File: src/rtl/sgdmac_rd_arbiter.sv
// sgdmac_rd_arbiter: two-port AXI read arbiter for the SG-DMA controller.
// Port 0 is the descriptor fetcher, port 1 the data read engine. One burst
// is outstanding at a time: IDLE picks a winner, ADDR forwards its AR
// request, DATA routes R beats back to it until m_rlast.
// Optional build macro: SGDMAC_RD_ARB_FIXED_PRIO_EN -- when defined, port 0
// always wins a tie (fixed priority); otherwise ties alternate round-robin.
module sgdmac_rd_arbiter #(
    parameter int ID_W   = 4,
    parameter int ADDR_W = 32
) (
    input  logic              clk,
    input  logic              rst_n,
    // port 0 (descriptor fetcher)
    input  logic [ID_W-1:0]   s0_arid,
    input  logic [ADDR_W-1:0] s0_araddr,
    input  logic [3:0]        s0_arlen,
    input  logic [2:0]        s0_arsize,
    input  logic [1:0]        s0_arburst,
    input  logic              s0_arvalid,
    output logic              s0_arready,
    output logic [ID_W-1:0]   s0_rid,
    output logic [31:0]       s0_rdata,
    output logic [1:0]        s0_rresp,
    output logic              s0_rlast,
    output logic              s0_rvalid,
    input  logic              s0_rready,
    // port 1 (data read engine)
    input  logic [ID_W-1:0]   s1_arid,
    input  logic [ADDR_W-1:0] s1_araddr,
    input  logic [3:0]        s1_arlen,
    input  logic [2:0]        s1_arsize,
    input  logic [1:0]        s1_arburst,
    input  logic              s1_arvalid,
    output logic              s1_arready,
    output logic [ID_W-1:0]   s1_rid,
    output logic [31:0]       s1_rdata,
    output logic [1:0]        s1_rresp,
    output logic              s1_rlast,
    output logic              s1_rvalid,
    input  logic              s1_rready,
    // shared master
    output logic [ID_W-1:0]   m_arid,
    output logic [ADDR_W-1:0] m_araddr,
    output logic [3:0]        m_arlen,
    output logic [2:0]        m_arsize,
    output logic [1:0]        m_arburst,
    output logic              m_arvalid,
    input  logic              m_arready,
    input  logic [ID_W-1:0]   m_rid,
    input  logic [31:0]       m_rdata,
    input  logic [1:0]        m_rresp,
    input  logic              m_rlast,
    input  logic              m_rvalid,
    output logic              m_rready,
    // status
    output logic              busy_o,
    output logic              grant_o,
    output logic              err_o
);

    typedef enum logic [1:0] {
        ST_IDLE = 2'd0,
        ST_ADDR = 2'd1,
        ST_DATA = 2'd2
    } state_t;

    state_t      state_r, state_s;
    logic        grant_r, grant_s;
    logic        last_r,  last_s;
    logic [3:0]  cnt_r,   cnt_s;
    logic        err_r,   err_s;
    logic        win_s;
    logic        ar_hs_s;
    logic        r_hs_s;

    // Pick the winner among the current requesters.
    always_comb begin
        win_s = 1'b0;
        if (s0_arvalid && s1_arvalid) begin
`ifdef SGDMAC_RD_ARB_FIXED_PRIO_EN
            win_s = 1'b0;
`else
            win_s = ~last_r;
`endif
        end else if (s1_arvalid) begin
            win_s = 1'b1;
        end else begin
            win_s = 1'b0;
        end
    end

    // Route AR and R channels according to state and grant; reset blanks all valids/readies.
    always_comb begin
        m_arid     = grant_r ? s1_arid    : s0_arid;
        m_araddr   = grant_r ? s1_araddr  : s0_araddr;
        m_arlen    = grant_r ? s1_arlen   : s0_arlen;
        m_arsize   = grant_r ? s1_arsize  : s0_arsize;
        m_arburst  = grant_r ? s1_arburst : s0_arburst;
        m_arvalid  = 1'b0;
        s0_arready = 1'b0;
        s1_arready = 1'b0;
        m_rready   = 1'b0;
        s0_rvalid  = 1'b0;
        s1_rvalid  = 1'b0;
        s0_rid     = m_rid;
        s0_rdata   = m_rdata;
        s0_rresp   = m_rresp;
        s0_rlast   = m_rlast;
        s1_rid     = m_rid;
        s1_rdata   = m_rdata;
        s1_rresp   = m_rresp;
        s1_rlast   = m_rlast;
        if (rst_n && (state_r == ST_ADDR)) begin
            m_arvalid  = grant_r ? s1_arvalid : s0_arvalid;
            s0_arready = ~grant_r & m_arready;
            s1_arready =  grant_r & m_arready;
        end else if (rst_n && (state_r == ST_DATA)) begin
            m_rready  = grant_r ? s1_rready : s0_rready;
            s0_rvalid = ~grant_r & m_rvalid;
            s1_rvalid =  grant_r & m_rvalid;
        end else begin
            m_arvalid = 1'b0;
            m_rready  = 1'b0;
        end
    end

    assign ar_hs_s = m_arvalid & m_arready;
    assign r_hs_s  = m_rvalid & m_rready;

    // Next-state, grant, beat counter and protocol-error evaluation.
    always_comb begin
        state_s = state_r;
        grant_s = grant_r;
        last_s  = last_r;
        cnt_s   = cnt_r;
        err_s   = err_r;
        case (state_r)
            ST_IDLE: begin
                if (s0_arvalid || s1_arvalid) begin
                    grant_s = win_s;
                    state_s = ST_ADDR;
                end else begin
                    state_s = ST_IDLE;
                end
            end
            ST_ADDR: begin
                if (ar_hs_s) begin
                    cnt_s   = m_arlen;
                    state_s = ST_DATA;
                end else begin
                    state_s = ST_ADDR;
                end
            end
            ST_DATA: begin
                if (r_hs_s) begin
                    if (cnt_r != 4'd0) begin
                        cnt_s = cnt_r - 4'd1;
                    end else begin
                        cnt_s = 4'd0;
                    end
                    // rlast must coincide exactly with the counter reaching zero
                    if ((m_rlast && (cnt_r != 4'd0)) || (!m_rlast && (cnt_r == 4'd0))) begin
                        err_s = 1'b1;
                    end else begin
                        err_s = err_r;
                    end
                    if (m_rlast) begin
                        last_s  = grant_r;
                        state_s = ST_IDLE;
                    end else begin
                        state_s = ST_DATA;
                    end
                end else begin
                    state_s = ST_DATA;
                end
            end
            default: begin
                state_s = ST_IDLE;
            end
        endcase
    end

    // State registers with synchronous active-low reset; last-served starts at 1 so port 0 wins the first tie.
    always_ff @(posedge clk) begin
        if (!rst_n) begin
            state_r <= ST_IDLE;
            grant_r <= 1'b0;
            last_r  <= 1'b1;
            cnt_r   <= 4'd0;
            err_r   <= 1'b0;
        end else begin
            state_r <= state_s;
            grant_r <= grant_s;
            last_r  <= last_s;
            cnt_r   <= cnt_s;
            err_r   <= err_s;
        end
    end

    assign busy_o  = (state_r != ST_IDLE);
    assign grant_o = grant_r;
    assign err_o   = err_r;

endmodule

File: config.mk
export PLATFORM = sky130hd
export DESIGN_NAME = sgdmac_rd_arbiter
export DESIGN_NICKNAME = d
export VERILOG_FILES = /design/src/rtl/sgdmac_rd_arbiter.sv
export SDC_FILE = /design/constraint.sdc
export NUM_CORES = 1
export LEC_CHECK = 0
export BUFFER_PORTS_ARGS = -buffer_cell sky130_fd_sc_hd__clkbuf_2
export CAP_MARGIN = 5
export CORE_AREA = 5 5 102 104
export CTS_BUF_LIST = sky130_fd_sc_hd__clkbuf_8
export CTS_CLUSTER_DIAMETER = 50
export DETAILED_ROUTE_END_ITERATION = 6
export DIE_AREA = 0 0 107 109
export GPL_TIMING_DRIVEN = 0
export PLACE_DENSITY = 0.62
export SLEW_MARGIN = 20
export SYNTH_ARGS = -nofsm -noshare
export SYNTH_HDL_FRONTEND = slang
export SYNTH_SLANG_ARGS = --single-unit
File: constraint.sdc
create_clock -name clk -period 1.74 [get_ports clk]
set_input_delay 0.087 -clock clk [delete_from_list [all_inputs] [get_ports clk]]
set_output_delay 0.087 -clock clk [all_outputs]
set_load 0.01 [all_outputs]
==> reports/metrics.yaml, run 1 <==
ant_nets: 0
wl_per_cell_um: 15.4
synth-compound-area-share_pct: 8.02
synthesis.nets: 330
hold_class: "input port to flop"
grt_pass1_wl_um: 11500
clock_path_buffers: 2
cts_tree: "done"
p_leak_uw: 0.00176
fin_crit_ps: 1680
status: "completed"
grt_pass1_vias: 2206
num-fill-cells: 990
die_area_sq_mm: 0.0117
vias: 2188
drt-total-wl_um: 8340
ys_seq_area_share_pct: 11.0
die_h_um: 109
synthTopCellsByArea: "buf_4 (36%), mux2_2 (31%), dfxtp_1 (11%)"
synth_flop_cell: "dfxtp_1"
synth_top_family_by_area: "buffers and inverters"
r2r_cells: 5
syn_area_sq_mm: 0.00164
drv_cap: 0
grt.overflow.total: 0
timing.fmax_ghz: 0.596
yosysTopAreaCell: "buf_4"
cts.clk_slew.worst_paths_ps: 40
chipWidth_um: 107
drt-initial-drc-count: 71
place.gp.congestion: 0.831
ys.warnings.count: 0
final_layout_size_suffix_gt1_share_pct: 86.4
cts_num_sinks: 9
portBuffers: 230
hold_start: "rst_n"
final_common_cell: "clkbuf_2"
top_level_ports: 269
ys_seq_elements: 9
r2r_end: "cnt_r[2]"
area_growth_pct: 83.4
first_pass_iters: 4
critical_path_arrival_ps: 1590
nets: 565
core_area_sq_mm: 0.00946
synth_edf_count: 0
cp-startpoint: "grant_o"
numPlacedInstances: 537
drv_slew: 0
critPathKind: "flop to output port"
root_buffer: "clkbuf_8"
yosys.area_share.xor_xnor_pct: 0.535
htreeDepth: 1
synthSimpleGateAreaFrac_pct: 9.17
ir_drop_v: 0.000187
synth_fa_ha_area_share_pct: 0
required_ps: 1650
rsz0062_at_grt: "true"
layout_common_cells: "clkbuf_2 (230), buf_4 (82), mux2_2 (45), dfxtp_1 (9), nor2_1 (8)"
synthDistinctLibCells: 33
vias_per_cell: 4.03
r2r_setup_slack_ps: 110
fin_tns_setup_ps: 0
synth.avg_cell_area_sq_um: 8.49
synthMuxAreaShare_pct: 32.5
postSynthCellCount: 193
maxSlewHeadroom_pct: 72.0
finalCritPeriodShare_pct: 96.5
async_reset_ff_share_pct: 0
finalSetupViolCount: 0
cts-buffers-inserted: 3
stdcell_count: 543
critPathMaxFanout: 10
r2r_start: "grant_o"
drc: 0
worst_pin_slew_ps: 417
power.density_mw_per_mm2: 405
start_kind: "flop"
grt_max_degree: 11
antenna_found_initial: 2
insertion_delay_ps: 240
worstSetupEndpointType: "output port"
hold_depth: 2
grt_usage_pct: 12.7
hpwlAfterDp_um: 7740
holdPathEnd: "last_r"
start_util_pct: 17.3
finalHoldViolations: 0
skew_ps: 5.81
rows: 36
netlist.area_leader.share_pct: 35.8
[cell families (layout without fill, tap and decap cells)]
group / Yosys count / in the layout
other cells: 0 / 2
buf+inv: 89 / 323
compound gates: 19 / 19
simple gates: 28 / 28
xor+xnor: 1 / 1
flops: 9 / 9
mux: 47 / 47
[synthesized netlist by cell type (2+ instances only)]
library cell   n
and2_1         2
o21ai_0        4
buf_2          7
buf_4         78
mux2_2        45
nor2_1         8
or2_2          2
a21oi_1        5
nand2_1        6
dfxtp_1        9
inv_1          4
o211ai_1       2
[repair_timing]
item | CTS | global route
hold buffers | 0 | 0
endpoints found under the setup margin | 39 | 30
pin swaps | 0 | 0
gates resized for setup | 7 | 1
setup buffers | 0 | 0
[state kept, by name (all words and copies together), names as in the netlist]
signal   count
cnt_r        4
err_o        1
grant_o      1
last_r       1
state_r      2
[worst max-delay path, stage by stage (launching register included)]
cell and delay (ps):
dfxtp_1 320, buf_4 170, buf_6 170, buf_4 200, mux2_2 360, clkbuf_2 130
[worst max path at each step]
| stage | endpoint | slack, ps |
|---|---|---|
| final | m_araddr[10] | 60 |
| after global routing | m_araddr[10] | -30 |
| after CTS | m_araddr[10] | 30 |
| after detailed placement | m_araddr[18] | 10 |
| after global placement | m_araddr[18] | 10 |
| after floorplan | cnt_r[2] | 200 |
[power breakdown]
group	switching, uW	total [uW]	internal [uW]
clock network	87.3	241	154
registers	9.27	224	215
logic	323	750	427
total	420	1220	796
[stage by stage]
stage	util, %	hold WS, ps	instance area (sq um)	total power [uW]	setup WS, ps
finish	31.8	138	3000	1220	61.7
global route	31.8	152	3000	1300	-26.1
CTS	31.7	143	3000	1230	30.5
detailed placement	31.0	364	2930	976	9.66
global placement	31.0	365	2930	969	14.1
floorplan	-	176	1640	641	198
[routing by layer]
layer,GRT usage (%),up-vias,part of all wire (%)
li1,-,1051,-
met1,12.5,990,33
met3,4.38,11,10
met5,0,-,0
met4,5.02,0,2.2
met2,24.5,136,54
[final cells by class]
cell class,instances,area [sq um],share of cell area (%)
timing repair buffer,230,1150,38.3
multi-input combinational,95,822,27.4
buffer,85,643,21.4
sequential,9,180,6.00
tap,114,143,4.75
clock buffer,3,41.3,1.37
inverter,4,15.0,0.500
antenna,2,5.00,0.167
clock inverter,1,3.75,0.125
Power figures use the tool's default switching activity.
==> run 2: changes to the inputs <==
- PLACE_DENSITY: 0.62 -> 0.52
==> run 2 against run 1 <==
Clock skew shrank 4.9 ps. Setup slack improved by 13 ps. Cell count down 0.37%. Largest power group unchanged. Critical endpoint is now cnt_r[2].
==> reports/metrics.yaml, run 2 (same netlist as run 1, synthesis figures left out) <==
status: "completed"
place.gp.congestion: 0.700  # -16%
layout_common_cells: "clkbuf_2 (230), buf_4 (79), mux2_2 (45), dfxtp_1 (9), nor2_1 (8)"
power.share.clock_pct: 19.8  # about the same
hold_class: "input port to flop"
finalHoldViolations: 0  # unchanged
rsz0062_at_grt: "true"
ir_drop_v: 0.000239  # +27%
cts_tree: "done"
cts_num_sinks: 9  # unchanged
die_area_sq_mm: 0.0117  # unchanged
power.total_uw: 1210  # -0.20%
core_area_sq_mm: 0.00946  # unchanged
vias_per_cell: 3.90  # -3.1%
clock_path_buffers: 2  # unchanged
largest_reg_flops: 4  # unchanged
critPathTopFamily: "compound AO/OA/AOI/OAI gates"
largestRegisters: "cnt_r x4, state_r x2"
start_util_pct: 17.3  # unchanged
required_ps: 1860  # +210 ps
post-place-ws_ps: -117  # -127 ps
critical_path_arrival_ps: 1790  # +200 ps
path_cells: "buf_4 > mux2i_1 > a2bb2oi_4 > a21oi_1 > o221a_2"
finalSetupViolCount: 0  # unchanged
start_kind: "flop"
intPower_uw: 801  # +0.68%
grt_pass1_wl_um: 9560  # -17%
post_cts_resized: 11  # +4
timing.fmax_ghz: 0.600  # +0.77%
crit_buf_inv: 1  # -3
final_common_cell: "clkbuf_2"
power_frac_seq_pct: 18.5  # about the same
finalCritPeriodShare_pct: 95.7  # -0.73 points
drc: 0  # unchanged
hpwlAfterDp_um: 6370  # -18%
worstSetupEndpointType: "flop"
drt-initial-drc-count: 58  # -18%
insertion_delay_ps: 230  # about the same
antenna_found_initial: 0  # -2
root_buffer: "clkbuf_8"
ant_nets: 0  # unchanged
htreeDepth: 1  # unchanged
crit_cells: 5  # unchanged
worst_pin_slew_ps: 449  # +32.3 ps
vias: 2112  # -3.5%
area_growth_pct: 84.7
grt.overflow.total: 0  # unchanged
first_pass_iters: 3  # -1
portBuffers: 230  # unchanged
top_level_ports: 269  # unchanged
drt-total-wl_um: 6980  # -16%
skew_ps: 0.902  # -4.91 ps
grt_usage_pct: 9.81  # -2.9 points
nets: 565  # unchanged
p_sw_uw: 412  # -1.9%
cts_setup_buffers: 0  # unchanged
whs_ps: 144  # +6.24 ps
cpMaxStageDelayCell: "mux2i_1"
cts-buffers-inserted: 3  # unchanged
r2r_cells: 5  # unchanged
share_comb_of_total_power_pct: 61.7  # about the same
fin_crit_ps: 1670  # -12.8 ps
p_leak_uw: 0.00177  # +0.45%
postCtsHoldBufs: 0  # unchanged
maxSlewHeadroom_pct: 69.2  # -2.8 points
hold_depth: 2  # unchanged
grt_pass1_vias: 2050  # -7.1%
fin_tns_setup_ps: 0  # unchanged
wl_per_cell_um: 12.9  # -16%
drv_cap: 0  # unchanged
grt_max_degree: 11  # unchanged
slowest_delay_ps: 440  # +80 ps
worst_slack_ps: 74.5  # +12.8 ps
die_h_um: 109  # unchanged
critPathMaxFanout: 8  # -2
n_antenna_cell: 0  # -2
swShare_pct: 33.9  # -0.58 points
drv_slew: 0  # unchanged
rows: 36  # unchanged
cts.clk_slew.worst_paths_ps: 50  # about the same
power.density_mw_per_mm2: 401  # -0.90%
chipWidth_um: 107  # unchanged
critPathKind: "flop to flop"
regMostFlops: "cnt_r"
final_layout_size_suffix_gt1_share_pct: 86.4  # unchanged
[run 2: cell count changes in the layout (fill, tap and decap cells not counted), sizes merged]
cell   previous run  this run
diode             2         0
[run 2: routing by layer]
metal / GRT usage (%) / routed length (um)
met1: 12.3 / 2620
met2: 17.1 / 3520
met3: 2.90 / 816
met4: 1.37 / 21
met5: 0 / 0
[run 2: path summary, 6_finish.rpt]
kind                  from  endpoint  slack, ps
setup reg to reg   grant_o  cnt_r[2]         70
hold / removal       rst_n    last_r        140
hold reg to reg   cnt_r[1]  cnt_r[1]        460
setup / recovery   grant_o  cnt_r[2]         70
[run 2: layout make-up]
class,count,area (sq um)
repair buffers,230,1150
clock inverters,1,3.75
inverters,4,15.0
well taps,114,143
plain buffers,85,658
multi-input cells,95,833
fillers,1005,6430
flip-flops and latches,9,180
clock buffers,3,41.3
[run 2: per-stage QoR]
stage / area [sq um] / util (%) / cells
6_report: 3030 / 32.0 / 541
5_1_grt: 3030 / 32.0 / 541
2_1_floorplan: 1640 / - / 193
3_5_place_dp: 2930 / 31.0 / 537
4_1_cts: 3010 / 31.8 / 541
3_3_place_gp: 2930 / 31.0 / 537
[run 2: power by group through the flow]
stage / registers, uW / logic, uW / clock network (uW)
after floorplan: 227 / 414 / 0
final: 225 / 748 / 240
after CTS: 225 / 757 / 244
after global routing: 226 / 813 / 259
after global placement: 228 / 737 / 0
after detailed placement: 229 / 743 / 0
